`config.mk`:
```
export PLATFORM = sky130hd
export DESIGN_NAME = up_recv
export DESIGN_NICKNAME = d
export VERILOG_FILES = /design/src/rtl/up_recv.sv
export SDC_FILE = /design/constraint.sdc
export NUM_CORES = 1
export LEC_CHECK = 0
export CORE_ASPECT_RATIO = 1.5
export CORE_UTILIZATION = 27
export DETAILED_ROUTE_END_ITERATION = 16
export MAX_ROUTING_LAYER = met4
export SKIP_LAST_GASP = 1
export SYNTH_ARGS = -nofsm -noshare
export SYNTH_HDL_FRONTEND = slang
export SYNTH_SLANG_ARGS = --single-unit
```
`constraint.sdc`:
```
create_clock -name clk -period 5.6 [get_ports clk]
set_input_delay 0.56 -clock clk [delete_from_list [all_inputs] [get_ports clk]]
set_output_delay 0.56 -clock clk [all_outputs]
set_load 0.01 [all_outputs]
```
`src/rtl/up_recv.sv`:
```
// up_recv: receiver for the pwm_up serial uplink.
// The line carries 21-bit frames, sent LSB first: start(0), type[1:0],
// data[15:0], even parity over type and data, then stop(1).
// Each good frame gives a one-cycle word_valid strobe and updates the
// shadow register for its type.
// Optional feature: define UP_RECV_TIMEOUT_EN to add the link_lost output,
// driven by a 24-bit idle watchdog.
module up_recv #(
  parameter int BIT_DIV = 16,
  parameter int CNT_W   = 8
) (
  input  logic        clk,
  input  logic        rst,
  input  logic        rxd,
  output logic [15:0] word,
  output logic [1:0]  word_type,
  output logic        word_valid,
  output logic [15:0] fault_word,
  output logic [15:0] fre_word,
  output logic [15:0] volt_word,
  output logic [15:0] state_word,
  output logic        frame_err,
  output logic        parity_err,
  output logic        busy
`ifdef UP_RECV_TIMEOUT_EN
  ,
  output logic        link_lost
`endif
);

  typedef enum logic [2:0] {IDLE, START, SHIFT, PARITY, STOP, BREAK} state_t;

  state_t      state_q, state_d;
  logic        rx_meta_q, rxs_q, rx_prev_q;
  logic [CNT_W-1:0] cnt_q, cnt_d;
  logic [4:0]  bit_idx_q, bit_idx_d;
  logic [17:0] shift_q, shift_d;
  logic        par_err_q, par_err_d;
  logic [15:0] word_q, word_d;
  logic [1:0]  word_type_q, word_type_d;
  logic        word_valid_d, frame_err_d, parity_err_d;
  logic        word_valid_q, frame_err_q, parity_err_q;
  logic [15:0] fault_q, fault_d, fre_q, fre_d, volt_q, volt_d, state_w_q, state_w_d;
  logic        mid_start, mid_bit;

  assign mid_start = (cnt_q == CNT_W'(BIT_DIV / 2 - 1));
  assign mid_bit   = (cnt_q == CNT_W'(BIT_DIV - 1));

  // Two-flop synchronizer. rx_prev_q holds the previous synchronized
  // value so that IDLE can detect a falling edge.
  always_ff @(posedge clk or posedge rst) begin
    if (rst) begin
      rx_meta_q <= 1'b1;
      rxs_q     <= 1'b1;
      rx_prev_q <= 1'b1;
    end else begin
      rx_meta_q <= rxd;
      rxs_q     <= rx_meta_q;
      rx_prev_q <= rxs_q;
    end
  end

  // Registers for the receiver state and its outputs.
  always_ff @(posedge clk or posedge rst) begin
    if (rst) begin
      state_q      <= IDLE;
      cnt_q        <= '0;
      bit_idx_q    <= '0;
      shift_q      <= '0;
      par_err_q    <= 1'b0;
      word_q       <= '0;
      word_type_q  <= '0;
      word_valid_q <= 1'b0;
      frame_err_q  <= 1'b0;
      parity_err_q <= 1'b0;
      fault_q      <= '0;
      fre_q        <= '0;
      volt_q       <= '0;
      state_w_q    <= '0;
    end else begin
      state_q      <= state_d;
      cnt_q        <= cnt_d;
      bit_idx_q    <= bit_idx_d;
      shift_q      <= shift_d;
      par_err_q    <= par_err_d;
      word_q       <= word_d;
      word_type_q  <= word_type_d;
      word_valid_q <= word_valid_d;
      frame_err_q  <= frame_err_d;
      parity_err_q <= parity_err_d;
      fault_q      <= fault_d;
      fre_q        <= fre_d;
      volt_q       <= volt_d;
      state_w_q    <= state_w_d;
    end
  end

  // Next-state logic. It samples at mid-bit, deserializes the frame and
  // decides which strobe to raise.
  always_comb begin
    state_d      = state_q;
    cnt_d        = mid_bit ? '0 : cnt_q + CNT_W'(1);
    bit_idx_d    = bit_idx_q;
    shift_d      = shift_q;
    par_err_d    = par_err_q;
    word_d       = word_q;
    word_type_d  = word_type_q;
    word_valid_d = 1'b0;
    frame_err_d  = 1'b0;
    parity_err_d = 1'b0;
    fault_d      = fault_q;
    fre_d        = fre_q;
    volt_d       = volt_q;
    state_w_d    = state_w_q;
    case (state_q)
      IDLE: begin
        cnt_d = '0;
        if (rx_prev_q && !rxs_q) state_d = START;
      end
      START: begin
        if (mid_start) begin
          cnt_d     = '0;
          bit_idx_d = '0;
          state_d   = rxs_q ? IDLE : SHIFT;
        end
      end
      SHIFT: begin
        if (mid_bit) begin
          shift_d   = {rxs_q, shift_q[17:1]};
          bit_idx_d = bit_idx_q + 5'd1;
          if (bit_idx_q == 5'd17) state_d = PARITY;
        end
      end
      PARITY: begin
        if (mid_bit) begin
          par_err_d = (^shift_q) ^ rxs_q;
          state_d   = STOP;
        end
      end
      STOP: begin
        if (mid_bit) begin
          if (!rxs_q) begin
            frame_err_d = 1'b1;
            state_d     = BREAK;
          end else begin
            state_d = IDLE;
            if (par_err_q) begin
              parity_err_d = 1'b1;
            end else begin
              word_valid_d = 1'b1;
              word_d       = shift_q[17:2];
              word_type_d  = shift_q[1:0];
              case (shift_q[1:0])
                2'b00:   fault_d   = shift_q[17:2];
                2'b01:   fre_d     = shift_q[17:2];
                2'b10:   volt_d    = shift_q[17:2];
                default: state_w_d = shift_q[17:2];
              endcase
            end
          end
        end
      end
      BREAK: begin
        // Return to IDLE only after one full bit period of continuous
        // high on the line.
        if (!rxs_q) cnt_d = '0;
        else if (mid_bit) state_d = IDLE;
      end
      default: state_d = IDLE;
    endcase
  end

`ifdef UP_RECV_TIMEOUT_EN
  logic [23:0] idle_cnt_q, idle_cnt_d;
  logic        link_lost_q, link_lost_d;

  // Idle watchdog. It clears on a good word and saturates at full scale.
  always_comb begin
    idle_cnt_d  = idle_cnt_q;
    link_lost_d = link_lost_q;
    if (word_valid_d) begin
      idle_cnt_d  = '0;
      link_lost_d = 1'b0;
    end else begin
      if (idle_cnt_q != 24'hFF_FFFF) idle_cnt_d = idle_cnt_q + 24'd1;
      link_lost_d = link_lost_q | (idle_cnt_d == 24'hFF_FFFF);
    end
  end

  // Watchdog registers. The link is reported lost until the first good word.
  always_ff @(posedge clk or posedge rst) begin
    if (rst) begin
      idle_cnt_q  <= '0;
      link_lost_q <= 1'b1;
    end else begin
      idle_cnt_q  <= idle_cnt_d;
      link_lost_q <= link_lost_d;
    end
  end

  assign link_lost = link_lost_q;
`endif

  assign word       = word_q;
  assign word_type  = word_type_q;
  assign word_valid = word_valid_q;
  assign frame_err  = frame_err_q;
  assign parity_err = parity_err_q;
  assign fault_word = fault_q;
  assign fre_word   = fre_q;
  assign volt_word  = volt_q;
  assign state_word = state_w_q;
  assign busy       = (state_q != IDLE);

endmodule
```
Word level (Yosys, flattened, before mapping). Index checks and enable logic that the tools add are counted.

Reduce and logical (&&, ||, !) cells: 17. Muxes and demuxes: 29. Add/sub/neg operators: 2. Bitwise operators: 3. Equality and inequality tests: 18.

Operators by type and width (number): $mux 3 (9); $mux 8 (3); $pmux 8 s3 (1); $reduce_and 5->1 (4); $pmux 3 s6 (1); $reduce_xor 18->1 (1); $ne 2x2->1 const B (8); $mux 1 (11); $mux 5 (2); $pmux 5 s2 (1); $add 8x1->8 const B (1); $eq 8x3->1 const B (1); $eq 8x4->1 const B (1); $reduce_and 8->1 (1); $eq 3x2->1 const B (2); $eq 3x3->1 const B (2); $add 5x1->5 const B (1); $eq 5x5->1 const B (1); $reduce_and 2->1 (2); $reduce_and 4->1 (1); $eq 3x1->1 const B (1); $logic_not 3->1 (1); $reduce_and 3->1 (1); $reduce_bool 3->1 (1); 10 further kinds (11).

Bits in registers: 123. Logic and storage cells: 86. Input port bits: 3.

Depth between registers and ports, before layout.
Word-level depth: 4. Depth in mapped cells: 8. Depth with buffers taken out: 7.

Least setup slack after synthesis. Ideal clock, no wire load.

Kind: register to register. Start: reg cnt_q[5]. End: reg word_q[0], in the netlist word[0]. Clock period less this slack: 2.207 ns. Data arrival time: 2.082 ns. Cell stages (with the launch flop): 7. Buffers on the path: 2. Library setup time: 0.125 ns. Setup slack: 3.393 ns. Cell sequence: dfrtp_1 -> nor4_4 -> nand4_2 -> nor4b_4 -> buf_4 -> buf_4 -> mux2_2.

Longest elaborated chain between the ends: 2.

RTL lines: start, declared (RTL line 35) `logic [CNT_W-1:0] cnt_q, cnt_d;`; start signal, assigned (RTL line 82) `cnt_q <= cnt_d;`; $eq 8x4->1 (RTL line 47) `assign mid_bit = (cnt_q == CNT_W'(BIT_DIV - 1));`; $reduce_and 4->1 (no source line); end signal, assigned (RTL line 86) `word_q <= word_d;`; end, declared (RTL line 39) `logic [15:0] word_q, word_d;`.

Every way passes these cells. A chain may end at the register's enable or synchronous reset.

Worst setup path after layout.
Start: reg cnt_q[5]. End: reg fault_q[6], in the netlist fault_word[6].

Longest elaborated chain between the ends: 2.

RTL lines: $eq 8x4->1 (RTL line 47); $reduce_and 5->1 (no source line); end signal, assigned (RTL line 91) `fault_q <= fault_d;`; end, declared (RTL line 43) `logic [15:0] fault_q, fault_d, fre_q, fre_d, volt_q, volt_d, state_w_q, state_w_d;`.

Every way passes these cells.

==> run metrics <==
status=completed; first-pass GRT wire length=18,700 um; clock root cell=clkbuf_16; Post-Route WL=11,400 um; total track usage=0.133; highest routed layer=met4; vias per inst=4.32; Achievable Freq=387 MHz; met2 routed WL=6140 um; CP Data Required Time=5.89 ns; crit path kind=flop to flop; Final nets=458; grt total ovfl=0; routed vias=3,079; # resized after CTS=0; peak supply drop=0.191 mV; # port buffers=88; initial antenna violation count=0; normalized max-slew margin=0.383; EDFF count, synth=0; Arr. time, crit path=2.87 ns; vias in the first global route=3,323; # fillers=1,826; most frequent cells in the layout=dfrtp_1 (120), mux2_2 (100), clkdlybuf4s50_1 (88); DR iter-0 viols=88; Placement Rows=61; Clock Latency Late Sink=0.41 ns; ANT cells=0; core area=18,500 um2; cts hold-fix bufs=0; Clock Tree Buf Depth=2; DP HPWL=7960 um; Fin. Hold Viols=0; pre-CTS WS=3.00 ns; WL met3=370 um; TNS Setup=0 ns; Die Ht=170 um; ANT nets after route=0; H-tree depth=4; die area=19,300 um2; worst hold path type=flop to flop; M1 WL=4710 um; # IOs=89; Post-Synthesis Cells=351; critical path peak fanout=23; final-report max-slew violation count=0; Finish-stage setup viols=0; Multi-input gate area=1900 um2; count of cell types in the netlist=38; Mean Syn Cell Area=14.4 um2; yosys warns=0; Initial Utilization=0.274; RSZ-0062 raised after global routing=no; Final WS setup=3.02 ns; Worst Max-Slew Pin Slew=0.925 ns; drt first pass iters=4; post-CTS setup repair buffer count=0; layout cells sized above 1=0.317; Tcrit/Tclk final=0.461; final setup skew=0.0112 ns; Leak Pwr=3.16 nW; Syn Nets=361; DR WL/cell=16.0 um; Layout area overhead=34.4%; top_reg_cell synth=dfrtp_1; ys async rst share=1.00; commonest non-fill, non-tap cell in the layout=dfrtp_1; Tot Pwr=0.00220 W; CTS sink count=123; crit end category=flop; min cycle time layout=2.58 ns; sequential-to-total area share from yosys stat=0.608; max-capacitance violation count=0; Horiz. Die Dim=114 um; PD cells=323 nW/um2; Startpoint Class=flop; CTS Buf Count=17; Mapped Area=5070 um2; largest net degree at the start of global routing=78; Clock Pin Slew Worst Setup and Hold Paths=0.05 ns; Seq cells post-synth=123; RePlAce Congestion=0.737; DRC Markers=0; Storage cell area=3080 um2; CTS tree=done
cells in the mapped netlist, drive strengths merged, types with 3 or more instances:
| cell type | instances | share of area |
|---|---|---|
| dfrtp | 120 | 0.59 |
| mux2 | 100 | 0.22 |
| xnor2 | 19 | 0.033 |
| nand2 | 15 | 0.013 |
| nor2 | 15 | 0.011 |
| o21ai | 10 | 0.0099 |
| inv | 8 | 0.0059 |
| buf | 7 | 0.0077 |
| ha | 7 | 0.017 |
| nand3 | 7 | 0.0079 |
| clkbuf | 5 | 0.0037 |
| a21oi | 4 | 0.0040 |
| and3b | 3 | 0.0052 |
| dfstp | 3 | 0.016 |
| nor3 | 3 | 0.0030 |
| xor2 | 3 | 0.0052 |
where the power goes:
group	leakage [nW]	internal (W)	total [W]	switching, W
logic	1.18	0.0000688	0.000166	0.0000975
registers	1.70	0.000919	0.000969	0.0000503
clock network	0.287	0.000685	0.00107	0.000382
area by class of cell:
cell class,count,area share
Sequential cell,123,0.453
Multi-Input combinational cell,208,0.279
Timing Repair Buffer,90,0.132
Clock buffer,20,0.0685
Tap cell,252,0.0463
Clock inverter,12,0.0178
Inverter,8,0.00478
registers in the layout, indices dropped and copies added, names as in the netlist:
name	count
rxs_q	1
rx_meta_q	1
rx_prev_q	1
state_word	16
word_type	2
frame_err	1
par_err_q	1
fre_word	16
state_q	3
shift_q	18
cnt_q	8
volt_word	16
word_valid	1
word	16
fault_word	16
parity_err	1
bit_idx_q	5
logic make-up after synthesis:
family                   after synthesis  synth area share
flip-flops                           123             0.608
multiplexers                         101             0.224
AND/OR/NAND/NOR                       55            0.0647
XOR/XNOR                              23            0.0425
AO/OA/AOI/OAI                         22            0.0257
buffers and inverters                 20            0.0173
adder cells (fa/ha/maj)                7            0.0173
metrics by stage:
step	cells	utilization	cell area, um2	hold WS [ns]
4_1_cts	713	0.369	6810	0.355
3_5_place_dp	681	0.337	6220	0.347
2_1_floorplan	351	-	5070	0.345
5_1_grt	713	0.369	6810	0.359
6_report	713	0.369	6810	0.354
3_3_place_gp	681	0.337	6220	0.348
critical path: stages, from the launching register on:
cell     delay (ns)
dfrtp_1        0.44
nor4_4         0.42
nand4_2        0.21
nor4b_4        0.24
buf_4          0.35
nand2_2        0.39
mux2_2         0.40
routing by layer:
| metal | global-route usage | vias up |
|---|---|---|
| met5 | - | - |
| met4 | 0.0508 | 0 |
| met3 | 0.0354 | 13 |
| met2 | 0.225 | 76 |
| met1 | 0.150 | 1565 |
| li1 | - | 1425 |
path summary, 6_finish.rpt:
path                                      from                   endpoint  slack (ns)  cells past startpoint
hold reg to reg            rx_meta_q$_DFF_PP1_            rxs_q$_DFF_PP1_        0.35                      0
setup / recovery            cnt_q[5]$_DFF_PP0_  fault_word[6]$_DFFE_PP0P_        3.02                      6
setup reg to reg            cnt_q[5]$_DFF_PP0_  fault_word[6]$_DFFE_PP0P_        3.02                      6
min in group asynchronous                  rst  state_word[9]$_DFFE_PP0P_        0.73                      2
max in group asynchronous                  rst   bit_idx_q[0]$_DFFE_PP0P_        3.72                      3
hold / removal             rx_meta_q$_DFF_PP1_            rxs_q$_DFF_PP1_        0.35                      0
Power figures use the tool's default switching activity.
